==> src/rtl/rx_frame_pkg.sv <==
// Shared types, default characters and digit-slice helper for the RX frame assembler.
package rx_frame_pkg;

  typedef enum logic {
    IDLE = 1'b0,
    FILL = 1'b1
  } state_t;

  localparam int         CHAR_W    = 8;
  localparam logic [7:0] CHAR_ZERO = 8'h30;
  localparam logic [7:0] CHAR_CR   = 8'h0D;
  localparam logic [7:0] CHAR_ESC  = 8'h1B;

  // Bit offset of digit k inside a flattened frame of w-bit characters.
  function automatic int digit_slice(input int k, input int w = CHAR_W);
    return k * w;
  endfunction

endpackage

==> src/rtl/rx_gap_timer.sv <==
// Inter-byte gap counter for the RX frame assembler; only built with RX_FRAME_TIMEOUT_EN.
// expire is a combinational pulse on the edge that completes TIMEOUT_CYC idle cycles.
`ifdef RX_FRAME_TIMEOUT_EN
module rx_gap_timer #(
  parameter int TIMEOUT_CYC = 100000
) (
  input  logic clk,
  input  logic rstn,
  input  logic run,
  input  logic kick,
  output logic expire
);

  localparam int               GAP_W = $clog2(TIMEOUT_CYC + 1);
  localparam logic [GAP_W-1:0] LAST  = GAP_W'(TIMEOUT_CYC - 1);

  logic [GAP_W-1:0] gap;

  // A byte arriving on the expiry edge wins over the timeout.
  assign expire = run && !kick && (gap == LAST);

  always_ff @(posedge clk) begin
    if (!rstn || !run || kick) begin
      gap <= '0;
    end else if (gap != LAST) begin
      gap <= gap + GAP_W'(1);
    end
  end

endmodule
`endif

==> src/rtl/rx_frame_assembler.sv <==
// Collects UART RX bytes MSB-first into an N-digit frame and commits it atomically to digits_o.
// Optional inter-byte timeout enabled by defining RX_FRAME_TIMEOUT_EN.
module rx_frame_assembler
  import rx_frame_pkg::*;
#(
  parameter int                NUM_DIGITS  = 8,
  parameter int                DATA_W      = 8,
  parameter logic [DATA_W-1:0] FILL_CHAR   = DATA_W'(CHAR_ZERO),
  parameter logic [DATA_W-1:0] TERM_CHAR   = DATA_W'(CHAR_CR),
  parameter logic [DATA_W-1:0] CLR_CHAR    = DATA_W'(CHAR_ESC),
  parameter int                AUTO_COMMIT = 1,
  parameter int                TIMEOUT_CYC = 100000,
  localparam int               CNT_W       = $clog2(NUM_DIGITS + 1)
) (
  input  logic                         clk,
  input  logic                         rstn,
  input  logic [DATA_W-1:0]            r_data,
  input  logic                         r_valid,
  output logic [NUM_DIGITS*DATA_W-1:0] digits_o,
  output logic                         frame_done,
  output logic                         overrun,
  output logic                         busy,
  output logic [CNT_W-1:0]             fill_cnt,
  output logic                         timeout
);

  localparam int                 FRAME_W = NUM_DIGITS * DATA_W;
  localparam logic [CNT_W-1:0]   FULL    = CNT_W'(NUM_DIGITS);
  localparam logic [FRAME_W-1:0] BLANK   = {NUM_DIGITS{FILL_CHAR}};

  state_t             state;
  logic [FRAME_W-1:0] work;
  logic [FRAME_W-1:0] work_ins;
  logic               is_term, is_clr, has_room, last_slot, expire;

  assign is_term   = (r_data == TERM_CHAR);
  assign is_clr    = (r_data == CLR_CHAR);
  assign has_room  = (fill_cnt < FULL);
  assign last_slot = (fill_cnt == FULL - CNT_W'(1));

  // Working buffer with the incoming byte placed at the next MSB-first slot.
  always_comb begin
    work_ins = work;
    for (int k = 0; k < NUM_DIGITS; k++) begin
      if (int'(fill_cnt) == NUM_DIGITS - 1 - k) begin
        work_ins[digit_slice(k, DATA_W) +: DATA_W] = r_data;
      end
    end
  end

  always_ff @(posedge clk) begin
    if (!rstn) begin
      state      <= IDLE;
      busy       <= 1'b0;
      fill_cnt   <= '0;
      work       <= BLANK;
      digits_o   <= BLANK;
      frame_done <= 1'b0;
      overrun    <= 1'b0;
    end else begin
      frame_done <= 1'b0;
      if (r_valid && is_clr) begin
        state    <= IDLE;
        busy     <= 1'b0;
        fill_cnt <= '0;
        work     <= BLANK;
      end else if (r_valid && is_term) begin
        if (state == FILL) begin
          digits_o   <= work;
          frame_done <= 1'b1;
          state      <= IDLE;
          busy       <= 1'b0;
          fill_cnt   <= '0;
          work       <= BLANK;
        end
      end else if (r_valid && has_room) begin
        if (AUTO_COMMIT != 0 && last_slot) begin
          digits_o   <= work_ins;
          frame_done <= 1'b1;
          state      <= IDLE;
          busy       <= 1'b0;
          fill_cnt   <= '0;
          work       <= BLANK;
        end else begin
          work     <= work_ins;
          fill_cnt <= fill_cnt + CNT_W'(1);
          state    <= FILL;
          busy     <= 1'b1;
        end
      end else if (r_valid) begin
        overrun <= 1'b1;
      end else if (expire) begin
        state    <= IDLE;
        busy     <= 1'b0;
        fill_cnt <= '0;
        work     <= BLANK;
      end
    end
  end

`ifdef RX_FRAME_TIMEOUT_EN
  rx_gap_timer #(
    .TIMEOUT_CYC(TIMEOUT_CYC)
  ) u_gap_timer (
    .clk   (clk),
    .rstn  (rstn),
    .run   (state == FILL),
    .kick  (r_valid),
    .expire(expire)
  );

  always_ff @(posedge clk) begin
    if (!rstn) timeout <= 1'b0;
    else       timeout <= expire;
  end
`else
  localparam int unused_timeout_cyc = TIMEOUT_CYC;
  assign expire  = 1'b0;
  assign timeout = 1'b0;
`endif

endmodule

==> config.mk <==
export PLATFORM = sky130hd
export DESIGN_NAME = rx_frame_assembler
export DESIGN_NICKNAME = d
export VERILOG_FILES = /design/src/rtl/rx_frame_pkg.sv /design/src/rtl/rx_gap_timer.sv /design/src/rtl/rx_frame_assembler.sv
export SDC_FILE = /design/constraint.sdc
export NUM_CORES = 1
export LEC_CHECK = 0
export ABC_CLOCK_PERIOD_IN_PS = 3300
export BUFFER_PORTS_ARGS = -buffer_cell sky130_fd_sc_hd__buf_2
export CORE_UTILIZATION = 32
export CTS_CLUSTER_SIZE = 8
export DETAILED_ROUTE_END_ITERATION = 8
export PLACE_DENSITY = 0.46
export RECOVER_POWER = 50
export SKIP_CTS_REPAIR_TIMING = 1
export SLEW_MARGIN = 20
export SYNTH_ARGS = -nofsm -noshare
export SYNTH_HDL_FRONTEND = slang
export SYNTH_SLANG_ARGS = --single-unit
export TNS_END_PERCENT = 100
==> constraint.sdc <==
create_clock -name clk -period 3.3 [get_ports clk]
set_input_delay 0.99 -clock clk [delete_from_list [all_inputs] [get_ports clk]]
set_output_delay 0.99 -clock clk [all_outputs]
set_load 0.02 [all_outputs]
==> run metrics <==
outcome=finished, final reports clean; CP max FO=9; vias per cell=5.66; Routed Wire Length=20300 um; ant diodes=0; Tcrit/Tclk final=0.903; reg2reg end=work[61]; Crit-path slowest cell=or4b_1; gr ovfl total=0; FF/Latch Area=0.00272 mm2; clock transition at the registers of the reported paths=approximately 0.060 ns; RSZ-0062 raised after global routing=false; Internal=2.97 mW; worst hold path type=reg2reg; largest net degree at the start of global routing=64; clock power share=0.494; Crit path arrival time=3.26 ns; adder-cell share of the synthesized area=0.00820; simple logic cell fraction of the synthesized area=0.117; Max Root-Sink Buffers=2; Synth area leader=dfxtp_1; CP endpoint kind=register; top cell type's share of synthesized area=0.446; Post-DP HPWL=14500 um; Worst Hold End=digits_o[8]; sequential power share=0.429; Switching Share=0.240; largest cells by area after synthesis=dfxtp_1 (45%), mux2i_1 (7.1%), a211oi_1 (4.9%); EDFF count, synth=0; synthesis-to-finish area growth=20.5%; Worst Hold Depth=2; CP peak stage delay=0.61 ns; Fin Clk Skew=0.00998 ns; Cell Pwr Density=531 mW/mm2; Seq cells post-synth=136; initial detailed-routing violation count=480; vias in the first global route=5269; Slew headroom=0.406; f_max=335 MHz; Reg2Reg Setup Slack=0.67 ns; Ports=83; setup tns final=0 ns; dpl ws=0.145 ns; post-synthesis compound-gate area fraction=0.293; first-pass GRT wire length=31600 um; mux cell area share after synthesis=0.0724; Cell Rows=50; Crit Path Category=in2reg; Slew @ Worst Pin=0.888 ns; GRT Total Usage=0.214; Synth async-reset ratio=0; CP startpoint=r_data[0]; Worst Setup Start Kind=input port; clk_lat worst skew=around 0.43 ns; mean post-synth cell area=9.87 um2; count of different cell masters after synthesis=62; startpoint of the worst hold path=digits_o[8]; largest family of logic cells by synthesized area=compound AO/OA/AOI/OAI gates; xor/xnor share of the synthesized area=0; CTS tree=yes; Multi-input gate area=0.00298 mm2; Setup-failing EPs final=0; initial antenna violation count=0; final slew viol count=0; Num CTS Buffers=17; Syn Inst Count=618; Die Span X=140 um; Max IR drop VDD=373 uV; Starting Density=0.326; DRC errors left=0; Num Clock Sinks=136; die span in y=between 100 and 150 um; proportion of layout cells with a drive suffix above 1=0.151; count leader, synth=dfxtp_1; Core Box Area=between 0.015 and 0.02 mm2; antenna viol nets, final=0; Seq/Total Area, Yosys=0.446; Critical Path RT=3.58 ns; H-tree depth=4; routability cong.=~0.85; Critical Path, Cell by Cell=buf_2 -> or4b_1 -> clkbuf_1 -> o311a_4 -> a211oi_4 -> a22oi_1; Wirelength per Cell=21.4 um; most frequent cells after synthesis=dfxtp_1 (136), nand2_1 (65), mux2i_1 (43); I/O Buffers=81; syn_nets=633; combinational power share=0.077; via count=5376; area of the die=0.0196 mm2; final setup margin=0.319 ns; fillers=roughly 1900; Syn. warnings=0; Post-Syn Area=0.00610 mm2; Tmin final=2.98 ns; cells on worst reg2reg path=7; Net Switching=936 uW; leak pwr=2.75 nW; First-pass DRT Iterations=6; Max Cap Viol=0; Final #Nets=720; top_reg_cell synth=dfxtp_1; reg-to-reg startpoint=fill_cnt[0]; final hold viol count=0; CTS root buf=clkbuf_16
-- cell usage in the layout, fill, tap and decap left out, drive strengths merged, types with 8 or more instances in the layout --
cell type	count
o221ai	16
a32o	25
dfxtp	136
a211oi	47
a31oi	18
mux2i	43
clkbuf	96
nor2	11
a22oi	24
a2bb2oi	14
inv	21
a22o	11
nand3	14
o211ai	9
and2	8
buf	55
o31ai	12
a21oi	11
nand2	65
-- layout make-up --
| type | count | share of cell area |
|---|---|---|
| inverters | 21 | 0.0107 |
| well taps | 234 | 0.0398 |
| clock inverters | 9 | 0.0170 |
| clock buffers | 21 | 0.0626 |
| flip-flops and latches | 136 | 0.370 |
| multi-input cells | 399 | 0.406 |
| repair buffers | 130 | 0.0942 |
-- cells by family after synthesis --
| group | after synthesis |
|---|---|
| muxes | 44 |
| adders and majority gates | 4 |
| AOI/OAI and AO/OA | 211 |
| buffers and inverters | 83 |
| and+or+nand+nor | 139 |
| other | 1 |
| DFF | 136 |
-- flip-flops by register name, indices dropped and copies added, names as in the netlist --
register / count
fill_cnt: 4
digits_o: 64
overrun: 1
frame_done: 1
state: 1
work: 64
busy: 1
-- critical path: cells and delay by family --
family                 cells  cell delay [ns]
AO/OA/AOI/OAI              3             1.13
AND/OR/NAND/NOR            1             0.61
buffers and inverters      2             0.52
-- layer usage --
metal / GRT usage / vias to the layer above / share of wire
li1: - / 2539 / -
met4: 0.0787 / 0 / 0.017
met1: 0.285 / 2651 / 0.46
met3: 0.0417 / 23 / 0.052
met5: 0 / - / 0
met2: 0.343 / 163 / 0.47
-- worst max path at each step --
stage | to | slack [ns] | depth (start not counted)
final | work[20] | 0.32 | 6
after global placement | work[29] | 0.16 | 6
after CTS | work[20] | 0.59 | 6
after floorplan | digits_o[0] | 0.55 | 7
after detailed placement | work[21] | 0.15 | 6
after global routing | digits_o[39] | 0.24 | 9
-- power groups by stage --
stage                     Clock, mW  Sequential [mW]  Combinational (mW)
after floorplan                   0             1.71               0.181
after global placement            0             1.71               0.297
after detailed placement          0             1.71               0.300
after CTS                      1.97             1.68               0.301
after global routing           2.04             1.68               0.322
final                          1.93             1.68               0.299
-- stage by stage --
step / instance area [um2] / utilization / hold WS [ns] / cells / total power, mW
detailed placement: 6900 / 0.369 / 0.444 / 920 / 2.01
global route: 7360 / 0.393 / 0.474 / 950 / 4.04
CTS: 7490 / 0.400 / 0.456 / 950 / 3.95
floorplan: 6100 / - / 0.430 / 618 / 1.89
finish: 7360 / 0.393 / 0.457 / 950 / 3.90
global placement: 6900 / 0.369 / 0.442 / 920 / 2.01
(Power assumes the default switching activity.)
